`src/rtl/slv_guard_multi_chan.sv`:
```
// slv_guard_multi_chan
//
// Multi-channel slave guard. It sits between the ID remapper and the
// subordinate on the handshake path only; payloads are muxed outside.
// Outstanding transactions are counted per (channel, remapped ID). Each
// (channel, ID) has a timer that is compared against a per-channel budget.
// A timeout or a spurious completion is a fault. On a fault the guard
// latches the offending (channel, ID), raises a sticky IRQ, isolates the
// subordinate and requests a subordinate reset.
//
// Optional feature, macro SLV_GUARD_ERR_RESP_EN:
//   defined   - after a fault the guard enters ISO. There it answers every
//               outstanding transaction with an injected error response.
//               It then moves to RST.
//   undefined - a fault goes straight to RST. Outstanding transactions are
//               dropped when the counters are cleared in CLR.
//
// Ports
//   clk_i, rst_i       clock, synchronous active-high reset
//   guard_ena_i        enables timer counting and timeout detection
//   budget_i           per-channel timeout in cycles (0 = never times out)
//   mst_req_*          request handshake from the manager side
//   slv_req_*          request handshake to the subordinate
//   slv_rsp_*          response handshake from the subordinate
//                      (last marks the final beat of a transaction)
//   mst_rsp_*          response handshake to the manager side
//                      (err marks a guard-injected error response)
//   irq_o              sticky fault interrupt
//   irq_chan_o         channel of the first fault
//   irq_id_o           ID of the first fault
//   rst_req_o          subordinate reset request
//   rst_stat_i         subordinate reset in progress
module slv_guard_multi_chan #(
  parameter int NumChan      = 2,
  parameter int IdWidth      = 2,
  parameter int MaxTxnsPerId = 4,
  parameter int CntWidth     = 10,
  localparam int NumIds      = 2 ** IdWidth,
  localparam int TxnW        = $clog2(MaxTxnsPerId + 1),
  localparam int ChanW       = (NumChan > 1) ? $clog2(NumChan) : 1
) (
  input  logic                        clk_i,
  input  logic                        rst_i,
  input  logic                        guard_ena_i,
  input  logic [NumChan*CntWidth-1:0] budget_i,
  input  logic [NumChan-1:0]          mst_req_valid_i,
  output logic [NumChan-1:0]          mst_req_ready_o,
  input  logic [NumChan*IdWidth-1:0]  mst_req_id_i,
  output logic [NumChan-1:0]          slv_req_valid_o,
  input  logic [NumChan-1:0]          slv_req_ready_i,
  input  logic [NumChan-1:0]          slv_rsp_valid_i,
  output logic [NumChan-1:0]          slv_rsp_ready_o,
  input  logic [NumChan*IdWidth-1:0]  slv_rsp_id_i,
  input  logic [NumChan-1:0]          slv_rsp_last_i,
  output logic [NumChan-1:0]          mst_rsp_valid_o,
  input  logic [NumChan-1:0]          mst_rsp_ready_i,
  output logic [NumChan*IdWidth-1:0]  mst_rsp_id_o,
  output logic [NumChan-1:0]          mst_rsp_err_o,
  output logic                        irq_o,
  output logic [ChanW-1:0]            irq_chan_o,
  output logic [IdWidth-1:0]          irq_id_o,
  output logic                        rst_req_o,
  input  logic                        rst_stat_i
);

`ifdef SLV_GUARD_ERR_RESP_EN
  typedef enum logic [1:0] {ST_MON = 2'd0, ST_ISO = 2'd1, ST_RST = 2'd2, ST_CLR = 2'd3} state_t;
`else
  typedef enum logic [1:0] {ST_MON = 2'd0, ST_RST = 2'd2, ST_CLR = 2'd3} state_t;
`endif

  state_t state, state_next;

  logic [TxnW-1:0]     cnt     [NumChan][NumIds];
  logic [CntWidth-1:0] timer   [NumChan][NumIds];
  logic                inc_hit [NumChan][NumIds];
  logic                dec_hit [NumChan][NumIds];
  logic                tmo     [NumChan][NumIds];

  logic [IdWidth-1:0]  req_id [NumChan];
  logic [IdWidth-1:0]  rsp_id [NumChan];
  logic [CntWidth-1:0] budget [NumChan];
  logic                full   [NumChan];
  logic                cpl    [NumChan];

  logic                fault;
  logic [ChanW-1:0]    fault_chan;
  logic [IdWidth-1:0]  fault_id;
  logic                all_zero;

  // Per-channel slices, "full" flag and completion handshake as seen in MON.
  for (genvar g = 0; g < NumChan; g++) begin : g_chan
    assign req_id[g] = mst_req_id_i[g*IdWidth +: IdWidth];
    assign rsp_id[g] = slv_rsp_id_i[g*IdWidth +: IdWidth];
    assign budget[g] = budget_i[g*CntWidth +: CntWidth];
    assign full[g]   = (cnt[g][req_id[g]] == TxnW'(MaxTxnsPerId));
    assign cpl[g]    = slv_rsp_valid_i[g] & mst_rsp_ready_i[g] & slv_rsp_last_i[g];
    for (genvar h = 0; h < NumIds; h++) begin : g_id
      assign tmo[g][h] = guard_ena_i && (budget[g] != '0) && (timer[g][h] >= budget[g]);
    end
  end

  assign rst_req_o = (state == ST_RST);

  // Next-state and handshake steering. In MON the handshakes pass straight
  // through, except that a full (channel, ID) is stalled. Outside MON the
  // request path is closed and the subordinate's responses are sunk.
  // Fault scanning walks from the highest (channel, ID) down, so the
  // lowest channel, then the lowest ID, is the one that ends up latched.
  always_comb begin
    state_next      = state;
    mst_req_ready_o = '0;
    slv_req_valid_o = '0;
    slv_rsp_ready_o = '0;
    mst_rsp_valid_o = '0;
    mst_rsp_id_o    = '0;
    mst_rsp_err_o   = '0;
    fault           = 1'b0;
    fault_chan      = '0;
    fault_id        = '0;
    all_zero        = 1'b1;
    for (int c = 0; c < NumChan; c++) begin
      for (int i = 0; i < NumIds; i++) begin
        inc_hit[c][i] = 1'b0;
        dec_hit[c][i] = 1'b0;
        if (cnt[c][i] != '0) all_zero = 1'b0;
      end
    end

    case (state)
      ST_MON: begin
        for (int c = 0; c < NumChan; c++) begin
          mst_req_ready_o[c] = slv_req_ready_i[c] & ~full[c];
          slv_req_valid_o[c] = mst_req_valid_i[c] & ~full[c];
          mst_rsp_valid_o[c] = slv_rsp_valid_i[c];
          slv_rsp_ready_o[c] = mst_rsp_ready_i[c];
          mst_rsp_id_o[c*IdWidth +: IdWidth] = rsp_id[c];
          inc_hit[c][req_id[c]] = mst_req_valid_i[c] & slv_req_ready_i[c] & ~full[c];
          dec_hit[c][rsp_id[c]] = cpl[c];
        end
        for (int c = NumChan - 1; c >= 0; c--) begin
          for (int i = NumIds - 1; i >= 0; i--) begin
            if (tmo[c][i] || (cpl[c] && (rsp_id[c] == IdWidth'(i)) && (cnt[c][i] == '0))) begin
              fault      = 1'b1;
              fault_chan = ChanW'(c);
              fault_id   = IdWidth'(i);
            end
          end
        end
        if (fault) begin
`ifdef SLV_GUARD_ERR_RESP_EN
          state_next = ST_ISO;
`else
          state_next = ST_RST;
`endif
        end
      end
`ifdef SLV_GUARD_ERR_RESP_EN
      // Each channel answers its lowest outstanding ID with an error response.
      ST_ISO: begin
        slv_rsp_ready_o = '1;
        for (int c = 0; c < NumChan; c++) begin
          for (int i = NumIds - 1; i >= 0; i--) begin
            if (cnt[c][i] != '0) begin
              mst_rsp_valid_o[c] = 1'b1;
              mst_rsp_err_o[c]   = 1'b1;
              mst_rsp_id_o[c*IdWidth +: IdWidth] = IdWidth'(i);
            end
          end
          dec_hit[c][mst_rsp_id_o[c*IdWidth +: IdWidth]] = mst_rsp_valid_o[c] & mst_rsp_ready_i[c];
        end
        if (all_zero) state_next = ST_RST;
      end
`endif
      ST_RST: begin
        slv_rsp_ready_o = '1;
        if (rst_stat_i) state_next = ST_CLR;
      end
      ST_CLR: begin
        slv_rsp_ready_o = '1;
        if (!rst_stat_i) state_next = ST_MON;
      end
      default: state_next = ST_MON;
    endcase
  end

  // State, fault latch, counters and timers. A request and a completion on
  // the same (channel, ID) in one cycle leave the count unchanged. A
  // completion on an empty counter is ignored; MON has already flagged it.
  // A timer restarts when its count leaves zero and on every completion.
  always_ff @(posedge clk_i) begin
    if (rst_i) begin
      state      <= ST_MON;
      irq_o      <= 1'b0;
      irq_chan_o <= '0;
      irq_id_o   <= '0;
      for (int c = 0; c < NumChan; c++) begin
        for (int i = 0; i < NumIds; i++) begin
          cnt[c][i]   <= '0;
          timer[c][i] <= '0;
        end
      end
    end else begin
      state <= state_next;
      if ((state == ST_MON) && fault) begin
        irq_o      <= 1'b1;
        irq_chan_o <= fault_chan;
        irq_id_o   <= fault_id;
      end
      if ((state == ST_CLR) && !rst_stat_i) begin
        irq_o <= 1'b0;
        for (int c = 0; c < NumChan; c++) begin
          for (int i = 0; i < NumIds; i++) begin
            cnt[c][i]   <= '0;
            timer[c][i] <= '0;
          end
        end
      end else begin
        for (int c = 0; c < NumChan; c++) begin
          for (int i = 0; i < NumIds; i++) begin
            if (inc_hit[c][i] && !(dec_hit[c][i] && (cnt[c][i] != '0))) begin
              cnt[c][i] <= cnt[c][i] + TxnW'(1);
            end else if (!inc_hit[c][i] && dec_hit[c][i] && (cnt[c][i] != '0)) begin
              cnt[c][i] <= cnt[c][i] - TxnW'(1);
            end
            if ((inc_hit[c][i] && (cnt[c][i] == '0)) || dec_hit[c][i]) begin
              timer[c][i] <= '0;
            end else if ((cnt[c][i] != '0) && guard_ena_i && (timer[c][i] != '1)) begin
              timer[c][i] <= timer[c][i] + CntWidth'(1);
            end
          end
        end
      end
    end
  end

endmodule

```
`config.mk`:
```
export PLATFORM = sky130hd
export DESIGN_NAME = slv_guard_multi_chan
export DESIGN_NICKNAME = d
export VERILOG_FILES = /design/src/rtl/slv_guard_multi_chan.sv
export SDC_FILE = /design/constraint.sdc
export NUM_CORES = 1
export LEC_CHECK = 0
export ABC_AREA = 1
export CAP_MARGIN = 0
export CORE_ASPECT_RATIO = 0.6
export CORE_MARGIN = 10
export CORE_UTILIZATION = 55
export DETAILED_ROUTE_END_ITERATION = 6
export PLACE_DENSITY = 0.78
export SLEW_MARGIN = 20
export SYNTH_ARGS = -nofsm -noshare
export SYNTH_HDL_FRONTEND = slang
export SYNTH_SLANG_ARGS = --single-unit
```
`constraint.sdc`:
```
create_clock -name clk_i -period 2.3 [get_ports clk_i]
set_input_delay 0.575 -clock clk_i [delete_from_list [all_inputs] [get_ports clk_i]]
set_output_delay 0.575 -clock clk_i [all_outputs]
set_load 0.05 [all_outputs]
```
==> impl_summary.txt <==
----------------------------------------------------
[Timing]
  Worst hold-check slack ... 0.483 ns
  Measured slew at the worst slew-check pin ... 0.528 ns
  Period utilisation layout ... 102%
  Final clock skew ... 0.00770 ns
  Final hold violation count ... 0
  Slew Limit Fails ... 0
  Setup repair after global routing missed its margin ... yes
  Maximum operating frequency ... 426 MHz
  Setup TNS ... -0.0758 ns
  Period minus WS final ... 2.35 ns
  Worst slew margin relative to its limit ... 64.5%
  Fin worst setup slack ... -0.0461 ns
  Final setup violation count ... 2

[Synthesis]
  Area of the mapped netlist ... ~0.0088 sq mm
  XOR/XNOR share of the synthesized area ... under 10%
  Post-synthesis share of cell area spent on full adders, half adders and majority gates ... 14.7%
  Leading register cell type out of synthesis ... edfxtp_1
  Average instance area after synthesis ... around 7.7 sq um
  Dominant combinational cell family by area after synthesis ... simple AND/OR/NAND/NOR gates
  Instance count of the mapped netlist ... 1147
  Number of enable flip-flop cells after synthesis ... 94
  Asr flop ratio synth ... 0%
  Number of distinct library cells after synthesis ... 48
  Warning count from the yosys run ... 0
  Number of register bits inferred by synthesis ... 110
  Cell accounting for the most synthesized area ... edfxtp_1
  Compound-Gate Fraction of Synth Area ... 5.53%
  Area contributors post-synth ... edfxtp_1 32%, ha_1 13%, nand2_1 10%
  Sequential cell area fraction in the yosys report ... 35.7%
  Area share of the largest cell type after synthesis ... around a third
  Portion of netlist area occupied by mux cells ... 0.227%
  Simple-gate share of the synthesized area ... between 30% and 40%
  Ranking of synthesized cells by instance count ... 246 x nand2_1, 183 x nor2_1, 182 x inv_1, 94 x edfxtp_1, 94 x ha_1
  Cell with the most instances after synthesis ... nand2_1

[Worst setup path]
  Reg2reg start ... cnt[0][3]
  Type of destination of the critical path ... flip-flop
  Maximum fanout along the worst path ... 5
  Setup slack of the worst register-to-register path ... -0.03 ns
  List of cells traversed by the critical path ... dlygate4sd2_1 -> inv_4 -> ha_1 -> nand2_2 -> inv_1 -> nand2_1 -> nand2_1 -> nand2_1 -> nand4_1 -> a21oi_2 -> nand3_4 -> buf_6 -> a21oi_2 -> nand3_1 -> a21oi_1
  Critical path buffer and inverter count ... 4
  Critical Path Max Stage Delay ... 0.30 ns
  Cell at the slowest stage of the critical path ... ha_1
  Number of cell instances on the worst register-to-register path ... 14
  Most prevalent standard cell on the critical path ... nand2_1
  Cell class contributing the biggest share of worst-path delay ... simple AND/OR/NAND/NOR gates
  Worst path required time ... approximately 2.6 ns
  Element type at the critical path start ... input pin
  Capturing point of the worst reg2reg path ... cnt[0][5]
  Class of the most critical setup path ... in -> reg
  Count of cell instances traversed by the critical path ... 15
  Worst setup path endpoint ... irq_chan_o
  Critical path arrival ... between 2 and 3 ns
  Startpoint of the most critical setup path ... budget_i[4]

[Run]
  Maximum Capacitance Violations ... 0

[CTS]
  Maximum root-to-sink buffer count ... 2
  Clock transition at the registers of the reported paths ... 0.07 ns
  Clock sink count ... 110
  Clock tree from TritonCTS ... built
  Root Driver ... clkbuf_16
  H-tree level count ... 3
  Clock latency on the worst-skew pair ... 0.35 ns
  CTS Buf Count ... 9

[Min path]
  Hold Path Class ... reg -> reg
  Cells on Worst Hold Path ... 2

[Global route]
  GR met3 Demand/Resource ... under 10%
  Pin count of the biggest net entering global routing ... 18
  Global-route track usage on met1 ... slightly below 30%
  Most used routing layer ... met2
  Remaining Overflow, GRT ... 0
  Global Route met2 Usage ... 37.7%
  Global-route wire length before repair ... 40100 um
  All-layer global routing usage ... 22.3%
  Initial antenna violation count ... 0
  Number of global-route vias before repair ... ~8200

[Final layout]
  Final core utilization ... around four fifths
  Area Growth Syn to Fin ... 39.6%
  Fill cell instance count of the final layout ... about 1000
  Final antenna diode count ... 0
  Share of final-layout standard cells stronger than drive strength 1 ... 30.1%
  Post-layout nets ... 1522

[Routing]
  Antenna Nets Post-Route ... 0
  Vias per cell ... between 5 and 6
  Total via count after detailed routing ... about 8700
  Routed wire per std cell ... 16.5 um
  Number of search-and-repair iterations in the first detailed-routing pass ... 5
  Final wirelength ... 26200 um
  Count of routing violations after the opening detailed-route iteration ... 806
  Post-route DRC violation count ... 0

[Floorplan]
  Width of the die ... 183 um
  Die Footprint ... approximately 0.022 sq mm
  Area inside the core boundary ... around 0.016 sq mm
  Core Rows ... 35
  Top-level port count ... 61
  Initial cell density of the core ... ~57%
  Die outline height ... 118 um

[Power and ir drop]
  Leakage power of the design ... approximately 5.6 nW
  Maximum VDD drop ... 0.393 mV
  Power, Total ... between 0.006 and 0.007 W
  Total power per unit cell area ... 497 mW/mm^2

[Place]
  Final HPWL DP ... about 18000 um
  Input/output buffers ... a little under 60
  Setup slack at placement ... -0.819 ns
  Last weighted congestion value of the routability-driven placer ... approximately 0.86

[Outcome]
  Outcome ... complete, but fails checks
  Failing checks ... negative setup slack

----------------------------------------------------
cell type report:
type / instances / area [sq um] / area share (%)
Sequential cell: 110 / 3140 / 25.6
Clock inverter: 5 / 60.1 / 0.489
Multi-Input combinational cell: 834 / 5770 / 47.0
Tap cell: 203 / 254 / 2.07
Clock buffer: 11 / 233 / 1.89
Timing Repair Buffer: 237 / 2080 / 17.0
Inverter: 188 / 741 / 6.03
worst register-to-register path, cell delays in order, from the launching register on:
cell and delay (ns):
edfxtp_1 0.42, inv_2 0.11, nand3_2 0.11, nand2_2 0.09, nand2_2 0.06, nor2_4 0.11
nor2_4 0.07, nand2_2 0.10, nand4_4 0.09, fa_2 0.42, xnor2_2 0.15, xor2_1 0.18
inv_1 0.07, nand2_1 0.07, inv_1 0.04
state kept, by name, summed over array words and instances, names as in the netlist:
register	flops
timer	80
cnt	24
irq_id_o	2
state	2
irq_chan_o	1
irq_o	1
worst min-delay path by stage:
stage	from	end	slack, ns
after floorplan	timer[0][30]	timer[0][30]	0.46
after global placement	irq_o	irq_o	0.47
after detailed placement	timer[0][30]	timer[0][30]	0.47
after CTS	irq_chan_o	irq_chan_o	0.47
after global routing	irq_o	irq_o	0.49
final	irq_o	irq_o	0.48
per-stage QoR:
step	instances	instance area [sq um]
2_1_floorplan	1148	8870
3_3_place_gp	1514	10700
5_1_grt	1588	12300
3_5_place_dp	1514	10700
4_1_cts	1558	11800
6_report	1588	12300
kinds of logic (layout without fill, tap and decap cells):
logic type / count (synthesis) / count (layout)
compound gates: 82 / 82
simple gates: 605 / 605
fa+ha+maj: 100 / 100
buf+inv: 204 / 441
mux: 2 / 2
other cells: 1 / 2
flops: 110 / 110
xor+xnor: 43 / 43
cells in the final DEF, fill, tap and decap left out, types with 5 or more instances in the layout:
cell / instances
clkbuf_16: 9
a21o_1: 5
clkbuf_2: 14
clkdlybuf4s50_1: 10
buf_12: 20
nor2_4: 20
a21oi_2: 11
xor2_1: 33
nand3b_1: 6
nand3_2: 17
nor2_2: 9
nor3b_1: 12
nor2_1: 161
edfxtp_1: 94
ha_1: 62
ha_4: 32
buf_6: 9
dfxtp_1: 15
a21oi_1: 35
nand4_1: 30
dlygate4sd2_1: 17
or2_2: 6
xnor2_1: 8
inv_2: 31
nand2_1: 220
nand3_4: 5
nor3_1: 24
buf_4: 163
nand2_2: 28
fa_2: 6
inv_1: 145
inv_4: 10
o2111ai_1: 5
nand3_1: 51
power by group:
group | switching (W) | internal (W)
clock | 0.000752 | 0.000848
combinational | 0.00112 | 0.000858
sequential | 0.000181 | 0.00235
total | 0.00205 | 0.00405
repair_timing:
action | 4_1_cts | 5_1_grt
endpoints found under the setup margin | 147 | 97
setup buffers | 27 | 30
hold endpoints to repair | 0 | 0
hold buffers | 0 | 0
gates resized for setup | 171 | 104
gates cloned | 1 | 0
pin swaps | 57 | 54
routing by layer:
metal,vias up,wire length [um]
li1,4231,-
met1,4039,11000
met2,361,12700
met3,62,1870
met4,0,538
met5,-,0
Power figures use the tool's default switching activity.
==> variant 1 (same settings) <==
Change the parameter `NumChan` from 2 to 4.
--- a/src/rtl/slv_guard_multi_chan.sv
+++ b/src/rtl/slv_guard_multi_chan.sv
@@ -32,5 +32,5 @@
 //   rst_stat_i         subordinate reset in progress
 module slv_guard_multi_chan #(
-  parameter int NumChan      = 2,
+  parameter int NumChan      = 4,
   parameter int IdWidth      = 2,
   parameter int MaxTxnsPerId = 4,
Interface: changed (15 resized); port bits go from 61 to 114. The function was not compared with the original's and may differ.
==> variant 1 against the original RTL <==
The run now fails in 5_1_grt; synthesized area increased by 88%.
==> variant 1: results (changes against the original RTL) <==
| Metric | Value |
|---|---|
| EDFF count, synth | `198 (+110%)` |
| Run status | `did not finish` |
| Total number of yosys warnings | `0 (unchanged)` |
| Xor/xnor share of the synthesized area | `0.0460 (+0.00323)` |
| Number of port buffers | `109 (+88%)` |
| Clock root buffer | `clkbuf_16` |
| Fraction of the mapped netlist area in compound gates | `0.0724 (+0.0172)` |
| Most used standard cells in the synthesized netlist | `355 x nor2_1, 321 x nand2_1, 281 x inv_1` |
| Number of antenna violations at the first check in global routing | `22` |
| Max clock buf depth | `3 (+1)` |
| GR Util All Layers | `0.737` |
| Maximum level of the CTS H-tree | `1 (-2)` |
| Exit stage | `5_1_grt` |
| Mux cell area share after synthesis | `0.00181 (-0.000461)` |
| Count of unique library cells instantiated by Yosys | `54 (+13%)` |
| Tool error | `[ERROR GRT-0232] Routing congestion too high. Check the congestion heatmap in the GUI.` |
| Area after DPL | `21800 sq um (+100%)` |
| Area contributors post-synth | `edfxtp_1 36%, ha_1 14%, nor2_1 8.0%` |
| Worst-path end type | `register data pin` |
| Detailed Place HPWL | `40100 microns (+120%)` |
| Weighted congestion reported at the end of routability-driven placement | `0.970 (+12%)` |
| Adder and majority gate portion of the synthesized area | `0.154 (+0.00717)` |
| Cell area after synthesis | `16600 sq um (+88%)` |
| Inserted Clock Buffers | `23 (+14)` |
| Clock Sink Count | `215 (+95%)` |
| Top_reg_cell synth | `edfxtp_1` |
| Maximum number of pins on one net before global-route repair | `15` |
| Post-synthesis sequential area ratio | `0.380 (+0.0225)` |
[variant 1: changes by cell type after synthesis, sizes merged, moves of 17 or more]
| cell | unedited run | this run |
|---|---|---|
| inv | 188 | 286 |
| nor4 | 1 | 18 |
| nand3 | 73 | 127 |
| nand2 | 250 | 324 |
| xor2 | 34 | 68 |
| nor3 | 29 | 66 |
| a21oi | 47 | 91 |
| nor3b | 14 | 34 |
| nor2 | 190 | 362 |
| edfxtp | 94 | 198 |
| o21ai | 7 | 30 |
| ha | 94 | 182 |
| nand4 | 32 | 52 |
[variant 1: timing repair]
item	CTS
resized for setup	331
pin swaps	94
endpoints found under the hold margin	0
cloned	3
setup buffers	59
endpoints found under the setup margin	218
[variant 1: kinds of logic after synthesis]
family | count (synthesis)
AND/OR/NAND/NOR | 1007
buffers and inverters | 321
flip-flops | 215
AO/OA/AOI/OAI | 197
adder cells (fa/ha/maj) | 196
XOR/XNOR | 87
multiplexers | 3
other | 1
[variant 1: layer usage]
layer | overflow | track usage
met2 | 30 | 0.845
met5 | 0 | 0.472
met3 | 2 | 0.695
met1 | 4 | 0.713
met4 | 21 | 0.691
[variant 1: through the flow]
| step | setup slack [ns] | hold WS, ns | TNS, ns | cells | util |
|---|---|---|---|---|---|
| detailed placement | -1.20 | 0.493 | -229.56 | 2930 | 0.732 |
| global placement | -1.05 | 0.490 | -208.55 | 2930 | 0.732 |
| CTS | -0.218 | 0.500 | -5.01 | 3025 | 0.810 |
| floorplan | -0.0644 | 0.459 | -0.983 | 2030 | - |
==> variant 2 (config.mk and constraints unchanged) <==
Made on the original files. Re-encode `state_t` (3 states) as one-hot, 3 bits wide.
--- a/src/rtl/slv_guard_multi_chan.sv
+++ b/src/rtl/slv_guard_multi_chan.sv
@@ -67,5 +67,5 @@
   typedef enum logic [1:0] {ST_MON = 2'd0, ST_ISO = 2'd1, ST_RST = 2'd2, ST_CLR = 2'd3} state_t;
 `else
-  typedef enum logic [1:0] {ST_MON = 2'd0, ST_RST = 2'd2, ST_CLR = 2'd3} state_t;
+  typedef enum logic [2:0] {ST_MON = 3'b001, ST_RST = 3'b010, ST_CLR = 3'b100} state_t;
 `endif
 
Behaviour: no difference found for any inputs over 4 cycles, from zero or initial values and one cycle with rst_i high; so few cycles prove little.
==> variant 2 against the original RTL <==
Sequential cell count is 1 higher; non-clock buffer count is 2 lower; critical path type unchanged; sequential share of layout area shrank 0.051 points; largest power group is now combinational cells; design area increased by 0.92%; synthesized area increased by 0.84%; power grew 15%; clock power is 3% lower; largest cell class unchanged; wire length up 21%; the run ends with DRC, setup timing left; worst setup slack lost 0.13 ns; via count is 9.3% higher.
==> variant 2: results (changes against the original RTL) <==
| Metric | Value |
|---|---|
| Count of unique library cells instantiated by Yosys | `51 (+6.3%)` |
| Post-synthesis sequential area ratio | `0.356 (-0.000714)` |
| Maximum fanout along the worst path | `10 (+5)` |
| Total wire length | `31500 microns (+21%)` |
| Via count of the first global-routing pass | `8565 (+3.9%)` |
| Net count, final | `1494 (-1.8%)` |
| Count of filler cells inserted in the layout | `868 (-12%)` |
| Detailed Place HPWL | `19200 microns (+6.9%)` |
| Failing checks | `DRC, setup timing` |
| Placement Setup Slack | `-0.769 ns (+0.0502 ns)` |
| Final setup skew | `0.0141 ns (+0.00636 ns)` |
| Weighted congestion reported at the end of routability-driven placement | `0.925 (+7.1%)` |
| Average via count per standard cell | `6.09 (+11%)` |
| Clock insertion delay at the later pin of the skew report | `0.37 ns (+0.02 ns)` |
| Leakage | `5.51 nW (-0.78%)` |
| Number of setup violations in the final report | `55 (+53)` |
| Maximum VDD drop | `0.000340 V (-13%)` |
| Aggregate negative setup slack | `-3.36 ns (-3.29 ns)` |
| Total DRC errors in the routed layout | `5 (+5)` |
| Area contributors post-synth | `edfxtp_1 32%, ha_1 13%, nand2_1 9.0%` |
| Number of design-rule violations left by the first detailed-router iteration | `1326 (+65%)` |
| Worst-Margin Slew | `0.552 ns (+0.0239 ns)` |
| Cell with the largest stage delay on the worst path | `dlygate4sd2_1` |
| GR Util All Layers | `0.244 (+0.0212)` |
| Fraction of final layout cells sized beyond drive strength 1 | `0.321 (+0.0195)` |
| Wire length of the first global-routing pass | `43300 microns (+8.1%)` |
| Diode count | `0 (unchanged)` |
| Kind of cell adding the most delay to the critical path | `simple AND/OR/NAND/NOR gates` |
| First-pass iteration count of the detailed router | `7 (+2)` |
| EDFF count, synth | `94 (unchanged)` |
| Most used standard cells in the synthesized netlist | `213 x nand2_1, 168 x nor2_1, 164 x inv_1` |
| Critical Path AT | `2.77 ns (+0.14 ns)` |
| HP Class | `flip-flop to flip-flop` |
| Maximum level of the CTS H-tree | `3 (unchanged)` |
| Largest registers | `timer: 80 flops, cnt: 24 flops, state: 3 flops` |
| Top_reg_cell synth | `edfxtp_1` |
| Number of antenna violations at the first check in global routing | `0 (unchanged)` |
| Run status | `finished, violations left` |
| Post-layout worst setup margin | `-0.178 ns (-0.132 ns)` |
| Clock root buffer | `clkbuf_16` |
| Maximum number of pins on one net before global-route repair | `19 (+1)` |
| Clock-pin slew reported for the worst setup and hold paths after clock tree synthesis | `0.08 ns` |
-- variant 2: layout make-up --
| cell class | instances | area (sq um) | share of cell area |
|---|---|---|---|
| inverter | 168 | 683 | 0.0551 |
| clock buffer | 10 | 229 | 0.0185 |
| timing repair buffer | 235 | 2100 | 0.169 |
| sequential | 111 | 3170 | 0.255 |
| clock inverter | 6 | 42.5 | 0.00343 |
| multi-input combinational | 827 | 5930 | 0.478 |
| tap | 203 | 254 | 0.0205 |
-- variant 2: cell families after synthesis --
kind of cell	share of synthesized area
AND/OR/NAND/NOR	0.301
buffers and inverters	0.0829
flip-flops	0.356
adder cells (fa/ha/maj)	0.146
AO/OA/AOI/OAI	0.0671
XOR/XNOR	0.0424
multiplexers	0.00338
other	0.000422
-- variant 2: final timing paths --
path | startpoint | slack [ns] | depth (start not counted) | end
worst max-delay path | rst_stat_i | -0.18 | 14 | timer[0][35]
worst min-delay path | timer[0][33] | 0.53 | 1 | timer[0][33]
worst max register to register | state[2] | -0.11 | 15 | cnt[1][9]
worst min register to register | timer[0][33] | 0.53 | 1 | timer[0][33]
-- variant 2: metrics by stage --
| step | std cells | total power [mW] | area, sq um |
|---|---|---|---|
| finish | 1560 | 7.01 | 12400 |
| global placement | 1503 | 4.84 | 10800 |
| floorplan | 1119 | 3.87 | 8900 |
| global route | 1560 | 7.26 | 12400 |
| CTS | 1539 | 6.61 | 11900 |
| detailed placement | 1503 | 4.91 | 10800 |
-- variant 2: power by group --
part | internal [mW] | switching [mW]
logic | 1.18 | 1.63
registers | 2.40 | 0.242
clock network | 0.746 | 0.815
-- variant 2: routing by layer --
layer	share of wire	track usage	vias up
li1	-	-	4190
met1	0.38	0.319	4390
met2	0.45	0.381	730
met3	0.12	0.0606	190
met4	0.050	0.0963	0
met5	0	0	-
-- variant 2: repair_timing --
item | in CTS | in global routing
pin swaps | 51 | 51
setup buffers | 20 | 20
endpoints found under the setup margin | 187 | 122
resized for setup | 185 | 103
gates cloned | 0 | 1
